===== src/rtl/uart_pkg.sv =====
// Shared UART types and helpers, used by the transmitter and the receiver.
package uart_pkg;

   typedef enum logic [1:0] {
      PARITY_NONE,
      PARITY_EVEN,
      PARITY_ODD
   } parity_t;

   typedef enum logic [2:0] {
      IDLE,
      START,
      DATA,
      PARITY,
      STOP
   } tx_state_t;

   function automatic logic calc_parity(input logic [7:0] data, input parity_t mode);
      case (mode)
         PARITY_EVEN: calc_parity = ^data;
         PARITY_ODD:  calc_parity = ~^data;
         default:     calc_parity = 1'b0;
      endcase
   endfunction

endpackage


===== src/rtl/uart_bit_timer.sv =====
// Bit-period counter: runs 0..CYCLES_PER_BIT-1 and flags the last cycle of each bit.
module uart_bit_timer #(
   parameter int CYCLES_PER_BIT = 434
) (
   input  logic clk,
   input  logic rst_n,
   input  logic clear,
   output logic o_bit_end
);

   localparam int W = (CYCLES_PER_BIT > 1) ? $clog2(CYCLES_PER_BIT) : 1;
   localparam logic [W-1:0] LAST = W'(CYCLES_PER_BIT - 1);

   logic [W-1:0] count;

   always_ff @(posedge clk) begin
      if (!rst_n || clear) begin
         count <= '0;
      end else if (count == LAST) begin
         count <= '0;
      end else begin
         count <= count + 1'b1;
      end
   end

   assign o_bit_end = (count == LAST);

endmodule


===== src/rtl/uart_tx.sv =====
// UART transmitter: valid/ready byte in, LSB-first frame out on an idle-high line.
//   state  | meaning
//   IDLE   | line high, ready for a byte
//   START  | start bit (low)
//   DATA   | eight data bits, LSB first
//   PARITY | optional parity bit
//   STOP   | one or two stop bits (high)
module uart_tx
   import uart_pkg::*;
#(
   parameter int      CLOCK_FREQUENCY = 50000000,
   parameter int      BAUD            = 115200,
   parameter int      CYCLES_PER_BIT  = CLOCK_FREQUENCY / BAUD,
   parameter parity_t PARITY          = PARITY_NONE,
   parameter int      STOP_BITS       = 1
) (
   input  logic       clk,
   input  logic       rst_n,
   input  logic [7:0] i_Tx_Byte,
   input  logic       i_Tx_valid,
   output logic       o_Tx_ready,
   output logic       o_Tx,
   output logic       o_Tx_busy,
   output logic       o_Tx_done
);

   if (CYCLES_PER_BIT < 2) begin : g_cpb_check
      $error("uart_tx: CYCLES_PER_BIT must be >= 2");
   end
   if (STOP_BITS != 1 && STOP_BITS != 2) begin : g_stop_check
      $error("uart_tx: STOP_BITS must be 1 or 2");
   end

   tx_state_t  state;
   logic [7:0] shreg;
   logic       parity_bit;
   logic [2:0] bit_index;
   logic       stop_index;
   logic       bit_end;
   logic       stop_last;

   assign o_Tx_ready = (state == IDLE);
   assign stop_last  = (STOP_BITS == 1) || stop_index;

   uart_bit_timer #(
      .CYCLES_PER_BIT(CYCLES_PER_BIT)
   ) u_bit_timer (
      .clk      (clk),
      .rst_n    (rst_n),
      .clear    (state == IDLE),
      .o_bit_end(bit_end)
   );

   // The state name PARITY is shadowed by the parameter, so it is scoped explicitly.
   always_ff @(posedge clk) begin
      if (!rst_n) begin
         state      <= IDLE;
         o_Tx       <= 1'b1;
         o_Tx_busy  <= 1'b0;
         o_Tx_done  <= 1'b0;
         shreg      <= '0;
         parity_bit <= 1'b0;
         bit_index  <= '0;
         stop_index <= 1'b0;
      end else begin
         o_Tx_done <= 1'b0;
         case (state)
            IDLE: begin
               o_Tx       <= 1'b1;
               o_Tx_busy  <= 1'b0;
               bit_index  <= '0;
               stop_index <= 1'b0;
               if (i_Tx_valid && o_Tx_ready) begin
                  shreg      <= i_Tx_Byte;
                  parity_bit <= calc_parity(i_Tx_Byte, PARITY);
                  state      <= START;
                  o_Tx       <= 1'b0;
                  o_Tx_busy  <= 1'b1;
               end
            end
            START: begin
               if (bit_end) begin
                  state <= DATA;
                  o_Tx  <= shreg[0];
                  shreg <= shreg >> 1;
               end
            end
            DATA: begin
               if (bit_end) begin
                  if (bit_index == 3'd7) begin
                     if (PARITY != PARITY_NONE) begin
                        state <= uart_pkg::PARITY;
                        o_Tx  <= parity_bit;
                     end else begin
                        state <= STOP;
                        o_Tx  <= 1'b1;
                     end
                  end else begin
                     bit_index <= bit_index + 3'd1;
                     o_Tx      <= shreg[0];
                     shreg     <= shreg >> 1;
                  end
               end
            end
            uart_pkg::PARITY: begin
               if (bit_end) begin
                  state <= STOP;
                  o_Tx  <= 1'b1;
               end
            end
            STOP: begin
               if (bit_end) begin
                  if (stop_last) begin
                     state     <= IDLE;
                     o_Tx_busy <= 1'b0;
                     o_Tx_done <= 1'b1;
                  end else begin
                     stop_index <= 1'b1;
                  end
               end
            end
            default: state <= IDLE;
         endcase
      end
   end

endmodule


===== config.mk =====
export PLATFORM = sky130hd
export DESIGN_NAME = uart_tx
export DESIGN_NICKNAME = d
export VERILOG_FILES = /design/src/rtl/uart_pkg.sv /design/src/rtl/uart_bit_timer.sv /design/src/rtl/uart_tx.sv
export SDC_FILE = /design/constraint.sdc
export NUM_CORES = 1
export LEC_CHECK = 0
export BUFFER_PORTS_ARGS = -buffer_cell sky130_fd_sc_hd__buf_4
export CORE_ASPECT_RATIO = 1.75
export CORE_MARGIN = 8
export CORE_UTILIZATION = 57
export DETAILED_ROUTE_END_ITERATION = 10
export PLACE_DENSITY = 0.78
export SLEW_MARGIN = 30
export SYNTH_ARGS = -nofsm -noshare
export SYNTH_HDL_FRONTEND = slang
export SYNTH_SLANG_ARGS = --single-unit

===== constraint.sdc =====
create_clock -name clk -period 2.5 [get_ports clk]
set_input_delay 0.5 -clock clk [delete_from_list [all_inputs] [get_ports clk]]
set_output_delay 0.5 -clock clk [all_outputs]
set_load 0.005 [all_outputs]

==> out/summary.txt <==
io pins -> 15
r2r setup slk -> 280 ps
Area Growth Syn to Fin -> 13.08%
via-per-instance ratio -> 6.326
DR DRC count -> 0
Post-Syn Area per Cell -> 8.823 um^2
# Post-CTS Setup Buffers -> 0
Cells after Synth -> 155
Net Sw Power -> 199.0 uW
Clock Path Buffers -> 2
synth top area cells -> dfxtp_1 (38%), nor2_1 (4.9%), o211ai_1 (4.9%)
Setup Viol. Count Final -> 0
area leader, netlist -> dfxtp_1
first-pass GRT wire length -> 5016 um
Slew Viols, Final -> 0
Worst R2R Start -> bit_index[0]
number of synthesized flops with an enable pin -> 0
R2R Path End -> shreg[0]
Hold WC Path Type -> flop to flop
I/O Buffers -> 14
HP Start -> u_bit_timer.count[0]
Worst Slack Setup Final -> 277.6 ps
final setup TNS -> 0 ps
Pre-antenna DRT Iters -> 5
combinational share of power -> 11.6%
crit path capture type -> flop
Slew HR -> 62.58%
hold worst-path end -> u_bit_timer.count[0]
DR iter-0 viols -> 46
ant diodes -> 0
Yosys cell types -> 39
Warnings, synthesis -> 0
startpoint class of the critical path -> flop
DRT antenna net count -> 0
Post-synth ARST share -> 0%
Peak Freq -> 0.4500 GHz
Clock Skew -> 1.391 ps
post-DP HPWL -> 2176 um
grt total ovfl -> 0
Clk pwr share -> 38.3%
vias in the first global route -> 1144
critical path class -> flop to flop
Num CTS Buffers -> 3
Initial Utilization -> 60.15%
Cell Area, Synth -> 1368 um^2
number of instances resized during post-cts repair -> 0
maximum vdd drop -> 0.0006242 V
Post-Route WL -> 3032 um
share of cells above drive strength 1 -> 16.36%
Worst Hold Path Cells -> 1
Internal -> 697.7 uW
CORE AREA -> 2273 um^2
CP arrival -> 2370 ps
insertion delay to the later sink of the worst-skew pair -> 270 ps
RSZ-0062 raised after global routing -> no
worst path required time -> 2640 ps
sequential area share after synthesis -> 38.06%
Sw Ratio -> 22.19%
chip height -> 80.80 um
CTS H-tree lvls -> 1
count leader, synth -> dfxtp_1
final worst path period need -> 2222 ps
maximum fanout along the worst path -> 9
Setup Slack @ Placement -> 333.2 ps
largest net degree at the start of global routing -> 16
final period utilization -> 88.90%
Seq cells post-synth -> 26
GP Congestion -> 0.7895
drt wl/cell -> 15.96 um
Vias -> 1202
Sequential Power Share -> 50.1%
Clk Tree Root Cell -> clkbuf_8
hold_buf cts -> 0
final non-filler cell total -> 190
r2r worst-path depth -> 6
CTS tree -> built
share of the synthesized area in the top cell type -> 38.06%
Max-cap violations -> 0
outcome -> finished, final reports clean
Commonest cells post-synth -> dfxtp_1 (26), nor2_1 (18), nand3_1 (11), o211ai_1 (9)
die area -> 4284 um^2
Overall Power -> 896.6 uW
fin nets -> 181
placed cells -> 186
fillcell total -> 182
Hold Vio Cnt, Final -> 0
Post-Syn Nets -> 170
initial antenna violation count -> 0
Die Wd -> 53.03 um
Tightest Pin Transition -> 557.1 ps
Total Routing Usage GR -> 14.53%
Leakage -> 0.0006005 uW
pwr dens -> 579.8 nW/um^2
clk sinks -> 26
Core Rows -> 23
Worst-path clk slew -> 90 ps
top_reg_cell synth -> dfxtp_1
[cells in the final DEF, fill, tap and decap left out, types with 5 or more instances in the layout]
cell / instances
a221oi_1: 6
a21oi_1: 6
dfxtp_1: 26
buf_4: 18
o211a_1: 6
o21ai_0: 6
xnor2_1: 5
nand3_1: 11
nor2_1: 18
o211ai_1: 9
[worst max-delay path by stage]
| stage | startpoint | end | slack [ps] | cells past startpoint |
|---|---|---|---|---|
| finish | bit_index[0] | shreg[0] | 280 | 6 |
| global route | bit_index[0] | shreg[0] | 150 | 6 |
| CTS | bit_index[0] | shreg[0] | 300 | 6 |
| detailed placement | bit_index[0] | shreg[0] | 330 | 6 |
| global placement | bit_index[0] | shreg[0] | 460 | 6 |
| floorplan | bit_index[0] | shreg[0] | 510 | 8 |
[per-layer routing]
metal	global-route usage [%]	part of all wire, %	up-vias
met5	0	0	-
met4	7.813	1.9	0
met3	2.559	4.6	10
met2	24.88	52	26
met1	16.11	42	570
li1	-	-	596
[critical path: stages, from the launching register on]
cell	delay (ps)
dfxtp_1	350
ha_1	210
ha_1	270
or3b_1	500
a21oi_1	260
a21boi_2	390
a211oi_1	120
[per-stage QoR]
step           cell area, um^2  utilization (%)  hold slack, ps
2_1_floorplan             1368                -           429.5
3_5_place_dp              1475            64.89           458.5
3_3_place_gp              1475            64.89           440.6
6_report                  1546            68.02           473.7
5_1_grt                   1546            68.02           495.2
4_1_cts                   1546            68.02           479.8
[registers in the layout, indices dropped and copies added (netlist names)]
name               cells
shreg                  8
o_Tx                   1
u_bit_timer.count      9
bit_index              3
o_Tx_done              1
state                  3
o_Tx_busy              1
[power groups by stage]
stage                     clock network [uW]  logic (uW)  registers, uW
after detailed placement                   0         102            458
after CTS                                351         103            448
after global placement                     0        98.4            457
after global routing                     366         115            452
after floorplan                            0        72.5            450
final                                    344         104            449
[cell type report]
class	instances	area (um^2)	share of cell area (%)
clock buffer	3	41.29	2.670
tap	25	31.28	2.023
timing repair buffer	18	135.1	8.738
sequential	26	520.5	33.66
clock inverter	1	30.03	1.942
inverter	3	11.26	0.7282
multi-input combinational	114	777.0	50.24
[kinds of logic (layout without fill, tap and decap cells)]
group / count (synthesis) / after routing / synth area share (%)
simple gates: 56 / 56 / 22.60
compound gates: 43 / 43 / 23.33
flops: 26 / 26 / 38.06
buf+inv: 15 / 25 / 5.123
xor+xnor: 9 / 9 / 5.764
fa+ha+maj: 4 / 4 / 3.660
mux: 2 / 2 / 1.464
Note: power is estimated with default switching activity, not from simulation.
